--- src/rtl/key_pkg.sv ---
// Shared types and constants for the key event scheduler.
// Hold timers are only built when KEY_LONG_PRESS_EN is defined.
package key_pkg;

  typedef enum logic {
    IDLE  = 1'b0,
    OFFER = 1'b1
  } state_e;

  localparam logic KEY_PRESSED  = 1'b0;
  localparam logic KEY_RELEASED = 1'b1;

  // A single key still needs a 1-bit index.
  function automatic int key_w(input int n);
    return (n > 1) ? $clog2(n) : 1;
  endfunction

endpackage

--- src/rtl/key_event_sched_if.sv ---
// Event stream from the scheduler to the menu/display consumer.
interface key_event_sched_if
  import key_pkg::*;
#(
  parameter int N_KEYS = 2
);
  localparam int KEY_W = key_w(N_KEYS);

  logic             evt_valid;
  logic             evt_ready;
  logic [KEY_W-1:0] evt_key;
  logic             evt_long;
  logic             evt_drop;

  modport master (output evt_valid, evt_key, evt_long, evt_drop, input evt_ready);
  modport slave  (input evt_valid, evt_key, evt_long, evt_drop, output evt_ready);
endinterface

--- src/rtl/key_hold_timer.sv ---
// Per-key hold counter; emits one long_pulse per continuous press.
// Only instantiated when KEY_LONG_PRESS_EN is defined.
module key_hold_timer
  import key_pkg::*;
#(
  parameter int LONG_CNT = 100_000_000,
  parameter int CNT_W    = 27
) (
  input  logic clk,
  input  logic rst_n,
  input  logic key_en,
  input  logic key_state,
  output logic long_pulse
);

  logic [CNT_W-1:0] cnt;

  always_ff @(posedge clk or negedge rst_n) begin
    if (!rst_n) begin
      cnt        <= '0;
      long_pulse <= 1'b0;
    end else begin
      long_pulse <= 1'b0;
      if (key_en || key_state == KEY_RELEASED) begin
        cnt <= '0;
      end else if (cnt != CNT_W'(LONG_CNT - 1)) begin
        // Saturating at LONG_CNT-1 suppresses repeats until release.
        cnt        <= cnt + CNT_W'(1);
        long_pulse <= (cnt == CNT_W'(LONG_CNT - 2));
      end
    end
  end

endmodule

--- src/rtl/key_event_sched.sv ---
// Round-robin scheduler merging per-key press (and optional long-press)
// events into one valid/ready stream. Long press: define KEY_LONG_PRESS_EN.
module key_event_sched
  import key_pkg::*;
#(
  parameter int N_KEYS   = 2,
  parameter int LONG_CNT = 100_000_000,
  parameter int CNT_W    = 27
) (
  input  logic              clk,
  input  logic              rst_n,
  input  logic [N_KEYS-1:0] key_en,
  input  logic [N_KEYS-1:0] key_state,
  key_event_sched_if.master evt
);

  localparam int KEY_W = key_w(N_KEYS);

  state_e            state;
  logic [KEY_W-1:0]  rr_ptr;
  logic [N_KEYS-1:0] pend_s, pend_l, long_pulse;
  logic [N_KEYS-1:0] clr_s, clr_l, drop_s, drop_l, req;
  logic [KEY_W-1:0]  sel_key;
  logic              sel_found, sel_long, accept;

  assign accept = (state == OFFER) && evt.evt_ready;

  always_comb begin
    clr_s = '0;
    clr_l = '0;
    if (accept) begin
      if (evt.evt_long) clr_l[evt.evt_key] = 1'b1;
      else              clr_s[evt.evt_key] = 1'b1;
    end
  end

  // A new event only collides with a slot that is not being served now.
  assign drop_s = key_en & pend_s & ~clr_s;
  assign drop_l = long_pulse & pend_l & ~clr_l;
  assign req    = pend_s | pend_l;

  always_ff @(posedge clk or negedge rst_n) begin
    if (!rst_n) begin
      pend_s       <= '0;
      evt.evt_drop <= 1'b0;
    end else begin
      pend_s       <= key_en | (pend_s & ~clr_s);
      evt.evt_drop <= |{drop_s, drop_l};
    end
  end

`ifdef KEY_LONG_PRESS_EN
  for (genvar i = 0; i < N_KEYS; i++) begin : g_hold
    key_hold_timer #(.LONG_CNT(LONG_CNT), .CNT_W(CNT_W)) u_hold (
      .clk       (clk),
      .rst_n     (rst_n),
      .key_en    (key_en[i]),
      .key_state (key_state[i]),
      .long_pulse(long_pulse[i])
    );
  end

  always_ff @(posedge clk or negedge rst_n) begin
    if (!rst_n) pend_l <= '0;
    else        pend_l <= long_pulse | (pend_l & ~clr_l);
  end

  // Short press is served before long press within a key.
  assign sel_long = ~pend_s[sel_key];
`else
  logic unused_cfg;
  assign long_pulse = '0;
  assign pend_l     = '0;
  assign sel_long   = 1'b0;
  assign unused_cfg = ^{key_state, CNT_W'(LONG_CNT)};
`endif

  always_comb begin
    int idx;
    idx       = 0;
    sel_found = 1'b0;
    sel_key   = '0;
    for (int k = 0; k < N_KEYS; k++) begin
      idx = int'(rr_ptr) + k;
      if (idx >= N_KEYS) idx = idx - N_KEYS;
      if (!sel_found && req[idx[KEY_W-1:0]]) begin
        sel_found = 1'b1;
        sel_key   = KEY_W'(idx);
      end
    end
  end

  always_ff @(posedge clk or negedge rst_n) begin
    if (!rst_n) begin
      state         <= IDLE;
      rr_ptr        <= '0;
      evt.evt_valid <= 1'b0;
      evt.evt_key   <= '0;
      evt.evt_long  <= 1'b0;
    end else begin
      case (state)
        IDLE: if (sel_found) begin
          state         <= OFFER;
          evt.evt_valid <= 1'b1;
          evt.evt_key   <= sel_key;
          evt.evt_long  <= sel_long;
        end
        OFFER: if (evt.evt_ready) begin
          state         <= IDLE;
          evt.evt_valid <= 1'b0;
          rr_ptr        <= (evt.evt_key == KEY_W'(N_KEYS - 1)) ? '0
                                                               : evt.evt_key + KEY_W'(1);
        end
        default: state <= IDLE;
      endcase
    end
  end

endmodule
--- src/flat_wrapper.sv ---
// flat-port wrapper written by rule: the top's interface ports become plain ports
module key_event_sched_flat import key_pkg::*;
#(
  parameter int N_KEYS   = 2,
  parameter int LONG_CNT = 100_000_000,
  parameter int CNT_W    = 27
)
  (clk, rst_n, key_en, key_state, evt_evt_valid, evt_evt_key, evt_evt_long, evt_evt_drop, evt_evt_ready);
  key_event_sched_if #(.N_KEYS(N_KEYS)) evt_i ();
  input  logic clk;
  input  logic rst_n;
  input  logic [N_KEYS-1:0] key_en;
  input  logic [N_KEYS-1:0] key_state;
  output wire logic [$bits(evt_i.evt_valid)-1:0] evt_evt_valid;
  output wire logic [$bits(evt_i.evt_key)-1:0] evt_evt_key;
  output wire logic [$bits(evt_i.evt_long)-1:0] evt_evt_long;
  output wire logic [$bits(evt_i.evt_drop)-1:0] evt_evt_drop;
  input wire logic [$bits(evt_i.evt_ready)-1:0] evt_evt_ready;
  assign evt_evt_valid = evt_i.evt_valid;
  assign evt_evt_key = evt_i.evt_key;
  assign evt_evt_long = evt_i.evt_long;
  assign evt_evt_drop = evt_i.evt_drop;
  assign evt_i.evt_ready = evt_evt_ready;
  key_event_sched #(.N_KEYS(N_KEYS), .LONG_CNT(LONG_CNT), .CNT_W(CNT_W)) u_core (.clk(clk), .rst_n(rst_n), .key_en(key_en), .key_state(key_state), .evt(evt_i));
endmodule
--- config.mk ---
export PLATFORM = sky130hd
export DESIGN_NAME = key_event_sched_flat
export DESIGN_NICKNAME = d
export VERILOG_FILES = /design/src/rtl/key_pkg.sv /design/src/rtl/key_event_sched_if.sv /design/src/rtl/key_hold_timer.sv /design/src/rtl/key_event_sched.sv /design/src/flat_wrapper.sv
export SDC_FILE = /design/constraint.sdc
export NUM_CORES = 1
export LEC_CHECK = 0
export ABC_AREA = 0
export CAP_MARGIN = 15
export CORE_AREA = 2 2 39 41
export DETAILED_ROUTE_END_ITERATION = 8
export DIE_AREA = 0 0 41 43
export PLACE_DENSITY = 0.54
export SETUP_SLACK_MARGIN = 0.1
export SLEW_MARGIN = 0
export SYNTH_ARGS = -nofsm -noshare
export SYNTH_HDL_FRONTEND = slang
export SYNTH_SLANG_ARGS = --single-unit
export TNS_END_PERCENT = 30
--- constraint.sdc ---
create_clock -name clk -period 1 [get_ports clk]
set_input_delay 0.3 -clock clk [delete_from_list [all_inputs] [get_ports clk]]
set_output_delay 0.3 -clock clk [all_outputs]
set_load 0.05 [all_outputs]
Word level (Yosys, flattened, before mapping)
Index checks and enable logic that the tools add are counted.
Word-level totals
  register bits: 7
  bits of input ports: 7
  output and inout bits: 4
  logic and storage cells: 52
Cells by class
  $add $sub $neg: 4
  order comparisons: 6
  equality and inequality tests: 2
  multiplexer cells: 20
  bitwise operators: 6
  reduce and logical (&&, ||, !) cells: 8
Operator list (number)
  1-bit two-way mux: 16
  2-bit AND: 3
  1-bit by 2-bit < comparator with 1-bit output (second input constant): 3
  2-bit AND reduction: 3
  1-bit one-hot mux with 2 select lines: 2
  1-bit logical AND: 3
  1-bit by 1-bit adder with 2-bit output (second input constant): 1
  1-bit by 2-bit greater-or-equal comparator with 1-bit output (second input constant): 1
  2-bit greater-or-equal comparator (second input constant): 1
  2-bit two-way mux: 1
  2-bit by 1-bit != test with 1-bit output (second input constant): 1
  2-bit != test (second input constant): 1
  2-bit inverter: 1
  2-bit bitwise OR: 1
  2-bit OR reduction: 1
  1-bit subtractor (second input constant): 2
  1-bit adder (second input constant): 1
  1-bit demux with 1-bit select: 1
  1-bit greater-or-equal comparator (second input constant): 1
  1-bit logical NOT: 1
  1-bit inverter: 1

Logic depth before layout (Yosys ltp)
  depth in word-level cells: 10
  gate-level depth with buffers: 3
  mapped depth without buffers: 3

Worst setup path after synthesis
Ideal clock, no wire load.
  path kind: flip-flop to flip-flop
  start point: reg u_core.evt.evt_key
  end point: reg u_core.rr_ptr
  setup time: 0.125 ns
  arrival: 1.068 ns
  data required time: 0.875 ns
  setup slack: -0.193 ns
  stages on the path, launching flop included: 3
  path buffers: 0
  clock period less this slack: 1.193 ns
  path through: dfrtp_1 inv_1 mux2_4
Between the ends
  cells in the longest elaborated chain, start to end: 2
RTL lines
  from (decl): line key_event_sched_if.sv:15  | modport master (output evt_valid, evt_key, evt_long, evt_drop, input evt_ready);
  from (signal assigned): line key_event_sched.sv:105  | evt.evt_key <= sel_key;
  1-bit adder: line key_event_sched.sv:112  | : evt.evt_key + KEY_W'(1);
  1-bit two-way mux *: line key_event_sched.sv:111  | rr_ptr <= (evt.evt_key == KEY_W'(N_KEYS - 1)) ? '0
  to (signal assigned): line key_event_sched.sv:111
  to (decl): line key_event_sched.sv:20  | logic [KEY_W-1:0] rr_ptr;
Mark *: on every way between the ends. The rest lies on a longest branch, timed or not.
A chain may end at the register's enable or synchronous reset.

Worst setup path in the final report
  start point: reg u_core.evt.evt_key
  end point: out evt_evt_key
RTL lines
  to (decl): line flat_wrapper.sv:15  | output wire logic [$bits(evt_i.evt_key)-1:0] evt_evt_key;
No word-level cell between the ends.

==> run summary <==
status: finished, violations left
failing checks: setup timing
Top delay family on crit path: flip-flops
WP depth: 1
Routed Wire Length: 652 um
largest stage delay on the critical path: 0.42 ns
maxcap violations: 0
total CTS buffers: 3
number of flops mapped to enable cells by yosys: 0
port buffer count: 7
Yosys reg bits: 7
post-synthesis sequential area ratio: 0.586
Fin Hold WS: 0.298 ns
YS warnings: 0
crit path max-delay cell type: dfrtp_2
top cells by area, synth: dfrtp_1 59%, mux2_4 5.0%, o211ai_1 5.0%
antenna violations before repair: 0
area grow syn2layout: 61.9%
Critical Path Fanout Max: 2
Antenna Nets Post-Route: 0
Die Span Y: 43 um
Skew-Pair Late Insertion Delay: 0.25 ns
Worst setup SP type: flop
first-pass GRT wire length: 897 um
final worst slack: -0.124 ns
Final min period: 1.12 ns
total grt overflow: 0
crit path kind: reg -> out
Net Count, Synth: 34
GRT Total Usage: 0.0901
clock root cell: clkbuf_4
Required @ worst endpoint: 0.70 ns
pin count of the biggest net entering global routing: 8
layout cells sized above 1: 0.390
Synth area leader: dfrtp_1
Initial Util: 0.216
Final Cycle Share: 1.12
Max Freq: 889 MHz
Pleak: 0.209 nW
Crit. End Element: output pin
CTS tree: done
diode count: 0
Post-Layout Cell Count: 57
asr flop ratio synth: 1.00
Reg-to-Reg Start: u_core.evt.evt_key
flop-to-flop setup slack: -0.03 ns
Mapped Cells: 27
most frequent cell after synthesis: dfrtp_1
average cell area after synthesis: 11.1 um2
Post-Syn Area: 299 um2
Remaining DRCs: 0
Top FF cell, synth: dfrtp_1
drt pass-1 iters: 1
Pwr Density: 2690 mW/mm2
Hold Path Class: in -> async
Fin Clk Skew: 0.00593 ns
cts hold-fix bufs: 0
Synth cell types: 16
vias per cell: 4.44
drt wl/cell: 11.4 um
DR iter-0 viols: 0
# setup viols final: 6
placed cells: 50
Critical Path, Cell by Cell: buf_12
R2R Path End: u_core.rr_ptr
number of global-route vias before repair: 222
via count: 253
clock sink count: 7
Die Area: 0.00176 mm2
Max H-tree Level: 1
Worst Path Arrival: 0.82 ns
Final nets: 49
setup TNS: -0.386 ns
FP Rows: 14
DIE WIDTH: 41 um
Buf/Inv on CP: 1
I/O pins: 11
count of pins over their slew limit: 0
CTS clk-pin slew, worst paths: 0.06 ns
Max rail drop VDD: 843 uV
final count of hold timing violations: 0
CTS max path bufs: 2
R2R cell count: 4
RePlAce Congestion: 0.818
RSZ-0062 raised after global routing: true
Synth top area share: 0.586
Core Box Area: 0.00138 mm2
==> power breakdown <==
| group | switching [mW] | internal (mW) |
|---|---|---|
| clock network | 0.109 | 0.153 |
| logic | 0.278 | 0.314 |
| registers | 0.0834 | 0.364 |
| total | 0.470 | 0.831 |
==> kinds of logic (layout without fill, tap and decap cells) <==
logic type	Yosys count	in the layout	share of synthesized area
other	1	1	0.0125
buffers and inverters	2	16	0.0377
muxes	1	1	0.0502
AOI/OAI and AO/OA	8	8	0.184
DFF	7	7	0.586
and+or+nand+nor	8	8	0.130
==> worst max path at each step <==
stage / end / slack (ns) / from
floorplan: u_core.rr_ptr / 0.01 / u_core.evt.evt_key
global placement: u_core.rr_ptr / -0.32 / evt_evt_ready
detailed placement: u_core.rr_ptr / -0.34 / evt_evt_ready
CTS: evt_evt_key / -0.14 / u_core.evt.evt_key
global route: evt_evt_key / -0.15 / u_core.evt.evt_key
finish: evt_evt_key / -0.12 / u_core.evt.evt_key
==> area by class of cell <==
type | count | area (um2)
fill | 137 | 900
sequential | 7 | 178
timing repair buffer | 11 | 133
multi-input combinational | 18 | 124
clock buffer | 4 | 26.3
tap | 16 | 20.0
inverter | 1 | 3.75
==> layer usage <==
metal	vias to the layer above	wire, um	global-route usage
met3	6	44	0.0524
li1	121	-	-
met4	0	42	0.147
met5	-	0	0
met2	8	327	0.0969
met1	118	238	0.0858
==> cells in the final DEF (no fill, tap or decap) <==
cell / netlist / final
nor2_1: 2 / 2
o2bb2ai_2: 0 / 1
clkbuf_1: 0 / 1
dfrtp_2: 0 / 2
o21ai_0: 2 / 1
o21ai_1: 0 / 1
buf_6: 0 / 1
inv_2: 0 / 1
dfrtp_1: 7 / 5
o211ai_1: 2 / 2
buf_12: 0 / 3
nand2_1: 2 / 2
nand2b_1: 2 / 2
dlygate4sd2_1: 0 / 1
nand2_4: 0 / 1
clkdlybuf4s50_1: 0 / 3
mux2_4: 1 / 1
nand3_1: 1 / 1
clkbuf_4: 0 / 3
buf_4: 1 / 3
conb_1: 1 / 1
o31a_1: 1 / 1
a21o_1: 1 / 1
a21oi_1: 1 / 1
==> metrics by stage <==
stage / area (um2) / power (mW) / setup slack [ns] / util
after floorplan: 300 / 0.693 / 0.0139 / -
after global placement: 420 / 0.920 / -0.316 / 0.304
after detailed placement: 420 / 0.925 / -0.336 / 0.304
after CTS: 453 / 1.23 / -0.136 / 0.327
after global routing: 484 / 1.36 / -0.147 / 0.350
final: 484 / 1.30 / -0.124 / 0.350
==> state kept, by name (all words and copies together) (netlist names) <==
register / count
u_core.pend_s: 2
u_core.evt.evt_drop: 1
u_core.evt.evt_key: 1
u_core.evt.evt_valid: 1
u_core.rr_ptr: 1
u_core.state: 1
==> repair_timing <==
action,in CTS,in global routing
pin swaps,3,3
endpoints found under the setup margin,10,10
resized for setup,1,5
buffers inserted,1,2
Power figures use the tool's default switching activity.
